**config.mk**
```make
export PLATFORM = sky130hd
export DESIGN_NAME = rv_fetch_unit
export DESIGN_NICKNAME = d
export VERILOG_FILES = /design/src/rtl/rv_fetch_unit.sv
export SDC_FILE = /design/constraint.sdc
export NUM_CORES = 1
export LEC_CHECK = 0
export CAP_MARGIN = 20
export CORE_ASPECT_RATIO = 1.4
export CORE_UTILIZATION = 42
export CTS_CLUSTER_DIAMETER = 60
export DETAILED_ROUTE_END_ITERATION = 8
export PLACE_DENSITY_LB_ADDON = 0.1
export REMOVE_ABC_BUFFERS = 1
export SLEW_MARGIN = 20
export SYNTH_ARGS = -nofsm -noshare
export SYNTH_HDL_FRONTEND = slang
export SYNTH_SLANG_ARGS = --single-unit
```
**constraint.sdc**
```tcl
create_clock -name i_fu_clk -period 2.5 [get_ports i_fu_clk]
set_clock_uncertainty 0.05 [all_clocks]
set_input_delay 0.25 -clock i_fu_clk [delete_from_list [all_inputs] [get_ports i_fu_clk]]
set_output_delay 0.25 -clock i_fu_clk [all_outputs]
set_load 0.02 [all_outputs]
```
**src/rtl/rv_fetch_unit.sv**
```systemverilog
// RV32I instruction-fetch stage: fetch PC, single-outstanding imem requests, IF hold register, IF/ID register.
// Optional build macro RV_FETCH_MISALIGN_CHK_EN: trap misaligned next-PC into a sticky flag and HALT.
//
// state   | meaning
// FETCH   | request asserted at PC, waiting for grant
// WAIT    | request granted, waiting for rvalid
// HAVE    | fetched word held in IF, waiting to move into IF/ID
// DRAIN   | flushed with a response outstanding; discard it
// HALT    | misaligned next PC seen; no further requests (macro build only)
module rv_fetch_unit #(
  parameter int              XLEN     = 32,
  parameter logic [XLEN-1:0] RESET_PC = '0
) (
  input  logic            i_fu_clk,
  input  logic            i_fu_rst,
  input  logic [1:0]      i_fu_pc_next_sel,
  input  logic [XLEN-1:0] i_fu_pc_adder_src,
  input  logic            i_fu_pred_taken,
  input  logic [XLEN-1:0] i_fu_pc_plus_4_ex,
  input  logic [XLEN-1:0] i_fu_alu_res_ex,
  input  logic            i_fu_ifid_flush,
  input  logic            i_fu_id_stall,
  output logic            o_fu_imem_req,
  output logic [XLEN-1:0] o_fu_imem_addr,
  input  logic            i_fu_imem_gnt,
  input  logic            i_fu_imem_rvalid,
  input  logic [31:0]     i_fu_imem_rdata,
  output logic [31:0]     o_fu_instr_if,
  output logic            o_fu_ifid_valid,
  output logic [31:0]     o_fu_ifid_instr,
  output logic [XLEN-1:0] o_fu_ifid_pc,
  output logic [XLEN-1:0] o_fu_ifid_pc_plus_4,
  output logic            o_fu_ifid_pred_taken,
  output logic            o_fu_misalign
);

  localparam logic [1:0]  PC_ADDER_RES_IF = 2'd0;
  localparam logic [1:0]  PC_PLUS_4_EX    = 2'd1;
  localparam logic [1:0]  ALU_RES_EX      = 2'd2;
  localparam logic [31:0] NOP             = 32'h0000_0013;

`ifdef RV_FETCH_MISALIGN_CHK_EN
  typedef enum logic [2:0] {S_FETCH, S_WAIT, S_HAVE, S_DRAIN, S_HALT} state_e;
`else
  typedef enum logic [1:0] {S_FETCH, S_WAIT, S_HAVE, S_DRAIN} state_e;
`endif

  state_e          state;
  state_e          idle_state;
  logic [XLEN-1:0] pc;
  logic [XLEN-1:0] pc_nxt;
  logic [XLEN-1:0] addr_raw;
  logic [31:0]     hold;
  logic            advance;
  logic            redirect;
  logic            bad;

  always_comb begin
    case (i_fu_pc_next_sel)
      PC_ADDER_RES_IF: pc_nxt = pc + i_fu_pc_adder_src;
      PC_PLUS_4_EX:    pc_nxt = i_fu_pc_plus_4_ex;
      ALU_RES_EX:      pc_nxt = i_fu_alu_res_ex;
      default:         pc_nxt = i_fu_alu_res_ex;
    endcase
  end

  assign advance  = (state == S_HAVE) && !i_fu_ifid_flush && !i_fu_id_stall;
  assign redirect = i_fu_ifid_flush || advance;

`ifdef RV_FETCH_MISALIGN_CHK_EN
  logic misalign_q;
  assign bad           = redirect && (pc_nxt[1:0] != 2'b00);
  // once misaligned, every exit from a request-idle point lands in HALT
  assign idle_state    = (misalign_q || bad) ? S_HALT : S_FETCH;
  assign o_fu_misalign = misalign_q;
`else
  assign bad           = 1'b0;
  assign idle_state    = S_FETCH;
  assign o_fu_misalign = 1'b0;
`endif

  // In HAVE the next request goes out in the same cycle the word moves to IF/ID.
  always_comb begin
    o_fu_imem_req = 1'b0;
    addr_raw      = advance ? pc_nxt : pc;
    if (!i_fu_rst) begin
      if (state == S_FETCH)
        o_fu_imem_req = 1'b1;
      else if (advance && !bad)
        o_fu_imem_req = 1'b1;
    end
  end

`ifdef RV_FETCH_MISALIGN_CHK_EN
  assign o_fu_imem_addr = addr_raw;
`else
  assign o_fu_imem_addr = addr_raw & {{(XLEN-2){1'b1}}, 2'b00};
`endif

  assign o_fu_instr_if = (state == S_HAVE) ? hold : NOP;

  always_ff @(posedge i_fu_clk) begin
    if (i_fu_rst) begin
      state                <= S_FETCH;
      pc                   <= RESET_PC;
      hold                 <= '0;
      o_fu_ifid_valid      <= 1'b0;
      o_fu_ifid_instr      <= '0;
      o_fu_ifid_pc         <= '0;
      o_fu_ifid_pc_plus_4  <= '0;
      o_fu_ifid_pred_taken <= 1'b0;
`ifdef RV_FETCH_MISALIGN_CHK_EN
      misalign_q           <= 1'b0;
`endif
    end else begin
      if (redirect && !bad)
        pc <= pc_nxt;
`ifdef RV_FETCH_MISALIGN_CHK_EN
      if (bad)
        misalign_q <= 1'b1;
`endif
      if (i_fu_ifid_flush) begin
        o_fu_ifid_valid <= 1'b0;
      end else if (advance) begin
        o_fu_ifid_valid      <= 1'b1;
        o_fu_ifid_instr      <= hold;
        o_fu_ifid_pc         <= pc;
        o_fu_ifid_pc_plus_4  <= pc + XLEN'(4);
        o_fu_ifid_pred_taken <= i_fu_pred_taken;
      end else if (!i_fu_id_stall) begin
        o_fu_ifid_valid <= 1'b0;
      end

      case (state)
        S_FETCH: begin
          if (i_fu_imem_gnt)
            state <= i_fu_ifid_flush ? S_DRAIN : S_WAIT;
          else if (i_fu_ifid_flush)
            state <= idle_state;
        end
        S_WAIT: begin
          if (i_fu_ifid_flush) begin
            state <= i_fu_imem_rvalid ? idle_state : S_DRAIN;
          end else if (i_fu_imem_rvalid) begin
            hold  <= i_fu_imem_rdata;
            state <= S_HAVE;
          end
        end
        S_HAVE: begin
          if (i_fu_ifid_flush)
            state <= idle_state;
          else if (advance)
            state <= (i_fu_imem_gnt && !bad) ? S_WAIT : idle_state;
        end
        S_DRAIN: begin
          if (i_fu_imem_rvalid)
            state <= idle_state;
        end
        default: state <= state;
      endcase
    end
  end

endmodule

```
==> summary.json, run 1 <==
{
  "status": "finished with violations",
  "failed_checks": "negative setup slack",
  "clock_sink_count": 162,
  "critical_path.startpoint_type": "flop",
  "drv.max_cap_violation_count": 0,
  "dpl.cell_count": 1894,
  "synth_enable_flop_cells": 0,
  "global_route_wire_length_before_repair_um": 52300,
  "core_region_area_um2": 21400,
  "critical_path.endpoint_type": "output port",
  "final.setup.worst_slack_ns": -1.00,
  "syn-cell-area_um2": 9240,
  "layout_commonest_cell": "sky130_fd_sc_hd__nand2_1",
  "synth.ff_latch_count": 162,
  "timing.reg2reg.worst_path_depth": 17,
  "gate_count_post_synth": 1228,
  "floorplan.initialDensity_pct": 43.2,
  "cts_made_buffers": 17,
  "drt_iter0_drc": 586,
  "utilization_pct": 72.1,
  "clock_tree_from_tritoncts": "done",
  "worst_skew_pair.late_latency_ns": 0.44,
  "critical_path_peak_fanout": 3,
  "final-setup-viol-count": 48,
  "ys.flop_type": "sky130_fd_sc_hd__dfxtp_1",
  "io_buffer_count": 297,
  "crit_arrival_ns": 3.20,
  "hold_path_depth": 3,
  "dr_total_vias": 10700,
  "layout.cells.most_common_list": "sky130_fd_sc_hd__nand2_1 (273), sky130_fd_sc_hd__clkdlybuf4s50_1 (262), sky130_fd_sc_hd__buf_4 (198)",
  "reg2reg_from": "pc[0]",
  "io_pins": 301,
  "pwr_density_cell_nw_per_um2": 491,
  "final-max-slew-violation-count": 0,
  "timing.fmax_mhz": 286,
  "grt_pass1_vias": 10300,
  "worst_hold_startpoint": "i_fu_imem_rdata[9]",
  "worst_hold_path.endpoint": "hold[9]",
  "detail-route-antenna-nets": 0,
  "clk_pin_slew_ns": 0.07,
  "floorplan.die.height_um": 177,
  "synth_cell_types": 78,
  "irDropWorstVdd_mv": 0.480,
  "finalWirelength_um": 34300,
  "cts.path.max_buffers": 2,
  "nets": 1835,
  "period_minus_slack_ns": 3.50,
  "power.static_leakage_nw": 5.99,
  "met3WireLength_um": 2010,
  "final-hold-violation-count": 0,
  "syn-mean-instance-area_um2": 7.52,
  "grt_antenna_before_repair": 3,
  "placementRows": 63,
  "hpwlAfterDp_um": 23800,
  "crit_reg_reg_endpoint": "pc[26]",
  "die_w_um": 127,
  "p_total_mw": 7.57,
  "drc": 0,
  "required_ns": 2.20,
  "syn_to_final_growth_pct": 66.8,
  "async_reset_ff_share_pct": 0,
  "cts-root-buf": "sky130_fd_sc_hd__clkbuf_16",
  "worst_slew_margin_rel_pct": 46.7,
  "fin_crit_sh_pct": 140,
  "routedLengthMet1_um": 13500,
  "n_fill_cell": 1725,
  "timing_worst_slew_pin_value_ns": 0.800,
  "final_cell_count_no_fill": 1973,
  "timing.hold.worst.class": "in2reg",
  "grt.total_usage_pct": 29.6,
  "yosys_warnings": 0,
  "grt_start_max_net_pins": 72,
  "mean_routed_wirelength_per_cell_um": 17.4,
  "setup.reg_to_reg.worst_slack_ns": -0.50,
  "met2_length_um": 17700,
  "dr.pass1.iters": 5,
  "route.detailed.vias_per_inst": 5.41,
  "seq_total_area_yosys_pct": 35.1,
  "overflow": 0,
  "gp_routability_congestion": 0.918,
  "hold_slack_ns": 0.306,
  "topRoutingLayerUsed": "met4",
  "die_footprint_um2": 22600,
  "worstSetupPathType": "reg2out",
  "setup_repair_after_global_routing_missed_its_margin": "yes",
  "cts_htree_levels": 4,
  "final_layout_size_suffix_gt1_share_pct": 25.3
}
## what timing repair did
action | CTS | global route
resized for setup | 330 | 82
hold buffers | 0 | 0
setup buffers | 40 | 17
pin swaps | 87 | 82
setup endpoints to repair | 79 | 85
## layout make-up
class / instances / area (um^2) / area share (%)
Antenna cell: 3 / 7.51 / 0.0487
Clock inverter: 12 / 96.3 / 0.625
Sequential cell: 162 / 3260 / 21.1
Clock buffer: 20 / 457 / 2.96
Tap cell: 292 / 365 / 2.37
Inverter: 22 / 82.6 / 0.536
Multi-Input combinational cell: 952 / 6440 / 41.8
Timing Repair Buffer: 510 / 4710 / 30.5
## power by group
group          internal, mW  switching [mW]
Combinational          1.18            1.18
Clock                  1.34            1.15
Sequential             2.67          0.0625
Total                  5.18            2.39
## metal layers
| metal | track usage, % | vias up |
|---|---|---|
| met2 | 53.5 | 389 |
| met4 | 13.9 | 0 |
| met1 | 33.0 | 5013 |
| li1 | - | 5199 |
| met5 | 0 | - |
| met3 | 6.15 | 66 |
## synthesized netlist by cell type, drive strengths merged (3+ instances only)
cell,count,area (um^2)
nand2,277,1040
dfxtp,162,3240
a21oi,140,701
clkbuf,82,365
nor2,70,263
o21ai,66,342
nand3,39,208
a211oi,36,283
and2,36,230
ha,32,400
a21o,23,175
inv,21,78.8
nor3,19,95.1
xor2,19,166
and3,14,87.6
o211ai,13,97.6
xnor2,13,114
a31oi,12,75.1
buf,12,95.1
or3,12,75.1
nand2b,11,68.8
and4,10,93.8
nand4,10,62.6
a311oi,8,70.1
o21a,8,60.1
o31ai,8,70.1
mux2i,7,70.1
nor2b,7,43.8
o2111ai,5,43.8
a31o,4,35.0
o211a,4,40.0
a221oi,3,26.3
o22ai,3,18.8
o311ai,3,26.3
o31a,3,26.3
o32ai,3,26.3
## per-stage QoR
step	setup TNS (ns)	area, um^2	worst slack, ns
2_1_floorplan	-267.73	8780	-3.13
3_3_place_gp	-45.89	13500	-1.55
3_5_place_dp	-48.09	13500	-1.54
4_1_cts	-23.71	14900	-1.07
5_1_grt	-30.23	15400	-1.10
6_report	-24.79	15400	-1.00
## state kept, by name (all words and copies together) (netlist names)
name	cells
hold	32
o_fu_ifid_instr	32
o_fu_ifid_pc	32
o_fu_ifid_pc_plus_4	30
o_fu_ifid_pred_taken	1
o_fu_ifid_valid	1
pc	32
state	2
## how the worst max path moves through the flow
stage / end / start / slack, ns
after floorplan: pc[20] / state[1] / -3.13
after global placement: o_fu_imem_addr[21] / i_fu_pc_adder_src[9] / -1.55
after detailed placement: o_fu_imem_addr[24] / i_fu_pc_adder_src[0] / -1.54
after CTS: o_fu_imem_addr[24] / pc[0] / -1.07
after global routing: o_fu_imem_addr[24] / pc[0] / -1.10
final: o_fu_imem_addr[24] / pc[0] / -1.00
## cells by family (layout without fill, tap and decap cells)
| kind of cell | after synthesis | after routing | synth area share (%) |
|---|---|---|---|
| other | 1 | 6 | 0.0406 |
| xor gates and xnor gates | 32 | 32 | 3.03 |
| and+or+nand+nor | 515 | 515 | 25.3 |
| adders and majority gates | 33 | 33 | 4.55 |
| AOI/OAI and AO/OA | 362 | 362 | 25.3 |
| DFF | 162 | 162 | 35.1 |
| muxes | 7 | 7 | 0.759 |
| buffers and inverters | 116 | 564 | 5.88 |
## worst max-delay path, stage by stage (launching register included)
cell and delay [ns]:
sky130_fd_sc_hd__dfxtp_2 0.34, sky130_fd_sc_hd__ha_4 0.15, sky130_fd_sc_hd__inv_2 0.05, sky130_fd_sc_hd__fa_2 0.22
sky130_fd_sc_hd__nor2b_4 0.05, sky130_fd_sc_hd__o31a_1 0.29, sky130_fd_sc_hd__o211a_1 0.26, sky130_fd_sc_hd__o211ai_1 0.20
sky130_fd_sc_hd__buf_4 0.18, sky130_fd_sc_hd__buf_6 0.10, sky130_fd_sc_hd__a311oi_4 0.09, sky130_fd_sc_hd__o2111ai_1 0.34
sky130_fd_sc_hd__nand3_4 0.14, sky130_fd_sc_hd__o31ai_4 0.21, sky130_fd_sc_hd__buf_6 0.15
Note: power is estimated with default switching activity, not from simulation.
==> run 2: changes to the inputs <==
- GPL_ROUTABILITY_DRIVEN: not set -> 0
- HOLD_SLACK_MARGIN: not set -> 0.03
==> run 2 against run 1 <==
The flow still finishes with violations (negative setup slack); non-clock buffer count is 3 higher; critical path depth stayed put; critical path type unchanged; sequential power hardly changed; routed wire length grew 0.92%; fmax up 0.64%; die area unchanged.
==> summary.json, run 2 (synthesis gave the netlist of run 1 again) <==
{
  "detail-route-antenna-nets": {"value": 0, "change": "unchanged"},
  "cts_htree_levels": {"value": 4, "change": "unchanged"},
  "timing_worst_slew_pin_value": {"value": 0.704, "unit": "ns", "change": "-0.0963 ns"},
  "setup_repair_after_global_routing_missed_its_margin": "yes",
  "grt_antenna_before_repair": {"value": 1, "change": "-2"},
  "finalWirelength": {"value": 34600, "unit": "um", "change": "+0.92%"},
  "hold_slack": {"value": 0.310, "unit": "ns", "change": "+0.00385 ns"},
  "final_cell_count_no_fill": {"value": 1974, "change": "+0.051%"},
  "dpl.cell_count": {"value": 1880, "change": "-0.74%"},
  "crit_arrival": {"value": 3.18, "unit": "ns", "change": "-0.02 ns"},
  "critical_path.endpoint_type": "output port",
  "placed_area": {"value": 13400, "unit": "um^2", "change": "-0.78%"},
  "irDropWorstVdd": {"value": 0.462, "unit": "mV", "change": "-3.8%"},
  "timing.reg2reg.worst_path_depth": {"value": 19, "change": "+2"},
  "floorplan.die.height": {"value": 177, "unit": "um", "change": "unchanged"},
  "mean_routed_wirelength_per_cell": {"value": 17.5, "unit": "um", "change": "+0.87%"},
  "critical_path_peak_fanout": {"value": 3, "change": "unchanged"},
  "final-hold-violation-count": {"value": 0, "change": "unchanged"},
  "nets": {"value": 1838, "change": "+0.16%"},
  "critical_path.cell_chain": "ha_4 -> inv_2 -> fa_2 -> nor2b_4 -> o31a_1 -> o211a_1 -> o211ai_1 -> buf_4 -> buf_6 -> a311oi_4 -> or3_1 -> nand3_2 -> o31ai_4 -> buf_6",
  "crit_reg_reg_endpoint": "pc[16]",
  "dr.pass1.iters": {"value": 5, "change": "unchanged"},
  "critical_path.slowest_cell": "sky130_fd_sc_hd__fa_2",
  "syn_to_final_growth_pct": 65.5,
  "final-setup-viol-count": {"value": 50, "change": "+4.2%"},
  "grt_pass1_vias": {"value": 10200, "change": "-1.5%"},
  "route.detailed.vias_per_inst": {"value": 5.42, "change": "+0.19%"},
  "worst_hold_startpoint": "i_fu_pred_taken",
  "pwr_density_cell": {"value": 494, "unit": "nW/um^2", "change": "+0.44%"},
  "io_pins": {"value": 301, "change": "unchanged"},
  "die_footprint": {"value": 22600, "unit": "um^2", "change": "unchanged"},
  "crit_top_cell": "sky130_fd_sc_hd__buf_6",
  "power.static_leakage": {"value": 5.98, "unit": "nW", "change": "-0.17%"},
  "dr_total_vias": {"value": 10700, "change": "+0.24%"},
  "status": "finished with violations",
  "global_route_wire_length_before_repair": {"value": 51900, "unit": "um", "change": "-0.70%"},
  "hold_path_depth": {"value": 3, "change": "unchanged"},
  "clk_pin_slew": {"value": 0.07, "unit": "ns", "change": "about the same"},
  "placementRows": {"value": 63, "change": "unchanged"},
  "cts.path.max_buffers": {"value": 2, "change": "unchanged"},
  "final.setup.worst_slack": {"value": -0.980, "unit": "ns", "change": "+0.0223 ns"},
  "period_minus_slack": {"value": 3.48, "unit": "ns", "change": "-0.0223 ns"},
  "drc": {"value": 0, "change": "unchanged"},
  "reg2reg_from": "pc[0]",
  "floorplan.initialDensity": {"value": 43.2, "unit": "%", "change": "unchanged"},
  "critical_path.startpoint_type": "flop",
  "fin_crit_sh": {"value": 139, "unit": "%", "change": "-0.89 points"},
  "die_w": {"value": 127, "unit": "um", "change": "unchanged"},
  "worst_skew_pair.late_latency": {"value": 0.44, "unit": "ns", "change": "about the same"},
  "io_buffer_count": {"value": 297, "change": "unchanged"},
  "worst_slew_margin_rel": {"value": 53.0, "unit": "%", "change": "+6.4 points"},
  "clock_tree_from_tritoncts": "done",
  "timing.hold.worst.class": "in2reg",
  "timing.critical_path.slowest_cell_delay": {"value": 0.36, "unit": "ns", "change": "+0.02 ns"},
  "worstSetupPathType": "reg2out",
  "final_layout_size_suffix_gt1_share": {"value": 24.7, "unit": "%", "change": "-0.58 points"},
  "p_total": {"value": 7.55, "unit": "mW", "change": "-0.35%"},
  "setup.reg_to_reg.worst_slack": {"value": -0.69, "unit": "ns", "change": "-0.19 ns"},
  "required": {"value": 2.20, "unit": "ns", "change": "about the same"},
  "cts-root-buf": "sky130_fd_sc_hd__clkbuf_16",
  "worst_hold_path.endpoint": "o_fu_ifid_pred_taken",
  "final-max-slew-violation-count": {"value": 0, "change": "unchanged"},
  "drv.max_cap_violation_count": {"value": 0, "change": "unchanged"},
  "core_region_area": {"value": 21400, "unit": "um^2", "change": "unchanged"},
  "clock_sink_count": {"value": 162, "change": "unchanged"},
  "drt_iter0_drc": {"value": 606, "change": "+3.4%"},
  "grt.total_usage": {"value": 29.5, "unit": "%", "change": "-0.14 points"},
  "failed_checks": "negative setup slack",
  "worst-path-buf-inv": {"value": 4, "change": "unchanged"},
  "critical_path.top_delay_family": "compound AO/OA/AOI/OAI gates",
  "hpwlAfterDp": {"value": 23500, "unit": "um", "change": "-1.1%"},
  "overflow": {"value": 0, "change": "unchanged"},
  "cts_made_buffers": {"value": 17, "change": "unchanged"},
  "grt_start_max_net_pins": {"value": 127, "change": "+76%"},
  "timing.fmax": {"value": 287, "unit": "MHz", "change": "+0.64%"},
  "layout.cells.most_common_list": "sky130_fd_sc_hd__nand2_1 (274), sky130_fd_sc_hd__clkdlybuf4s50_1 (262), sky130_fd_sc_hd__buf_4 (198)",
  "stdcell_area": {"value": 15300, "unit": "um^2", "change": "-0.79%"},
  "layout_commonest_cell": "sky130_fd_sc_hd__nand2_1"
}
==> run 2: changes by cell type in the layout (fill, tap and decap cells not counted), moves of 3 or more <==
cell,change
sky130_fd_sc_hd__o31ai_4,-3
sky130_fd_sc_hd__a21oi_2,+4
sky130_fd_sc_hd__o31ai_2,+3
sky130_fd_sc_hd__ha_1,+4
sky130_fd_sc_hd__nand3_4,-4
sky130_fd_sc_hd__clkinv_2,-3
sky130_fd_sc_hd__nand3_2,+4
sky130_fd_sc_hd__a21oi_4,-3
sky130_fd_sc_hd__ha_4,-3
==> run 2: layout make-up <==
cell class | instances | area (um^2)
Fill cell | 1719 | 6070
Timing Repair Buffer | 513 | 4750
Antenna cell | 1 | 2.50
Clock inverter | 11 | 96.3
Multi-Input combinational cell | 952 | 6280
Tap cell | 292 | 365
Inverter | 22 | 82.6
Sequential cell | 162 | 3250
Clock buffer | 21 | 460
==> run 2: worst max path at each step <==
stage | from | end | slack [ns] | cells past startpoint
3_5_place_dp | i_fu_pc_adder_src[0] | o_fu_imem_addr[30] | -1.49 | 13
3_3_place_gp | i_fu_pc_adder_src[0] | o_fu_imem_addr[30] | -1.47 | 13
4_1_cts | pc[0] | o_fu_imem_addr[24] | -1.10 | 13
6_report | pc[0] | o_fu_imem_addr[24] | -0.98 | 14
2_1_floorplan | state[1] | pc[20] | -3.13 | 5
5_1_grt | pc[0] | o_fu_imem_addr[12] | -1.06 | 14
==> run 2: per-layer routing <==
metal / up-vias / track usage, % / wire length, um
li1: 5191 / - / -
met1: 4985 / 33.3 / 13400
met2: 427 / 53.1 / 17700
met3: 90 / 5.13 / 2030
met4: 0 / 14.5 / 1480
met5: - / 0 / 0
==> run 2: per-stage QoR <==
stage,TNS [ns],utilization [%],setup slack [ns]
finish,-26.61,71.6,-0.980
floorplan,-267.73,-,-3.13
global route,-30.85,71.6,-1.06
global placement,-45.18,62.6,-1.47
CTS,-25.17,68.5,-1.10
detailed placement,-46.92,62.6,-1.49
==> run 2: timing repair <==
| action | in CTS | in global routing |
|---|---|---|
| pin swaps | 65 | 78 |
| gates resized for setup | 282 | 108 |
| buffers inserted | 36 | 34 |
| hold endpoints to repair | 3 | 0 |
| hold buffers | 1 | 0 |
| setup endpoints to repair | 78 | 89 |
==> run 2: worst reg2reg max path: stages (launching register included) <==
cell	delay (ns)
sky130_fd_sc_hd__dfxtp_2	0.35
sky130_fd_sc_hd__ha_4	0.13
sky130_fd_sc_hd__inv_2	0.04
sky130_fd_sc_hd__fa_2	0.36
sky130_fd_sc_hd__nor2b_4	0.14
sky130_fd_sc_hd__o31a_1	0.22
sky130_fd_sc_hd__o211a_1	0.20
sky130_fd_sc_hd__o211ai_1	0.09
sky130_fd_sc_hd__buf_4	0.16
sky130_fd_sc_hd__buf_6	0.12
sky130_fd_sc_hd__a21boi_1	0.19
sky130_fd_sc_hd__o31ai_2	0.10
sky130_fd_sc_hd__buf_4	0.15
sky130_fd_sc_hd__buf_4	0.12
sky130_fd_sc_hd__buf_4	0.12
sky130_fd_sc_hd__buf_4	0.12
sky130_fd_sc_hd__buf_4	0.12
sky130_fd_sc_hd__buf_4	0.12
sky130_fd_sc_hd__o211ai_1	0.09
sky130_fd_sc_hd__a21oi_1	0.08
==> run 2: power breakdown <==
group	switching, mW	internal [mW]	leakage, nW
sequential	0.0616	2.67	1.32
clock	1.17	1.35	0.260
combinational	1.16	1.14	4.40
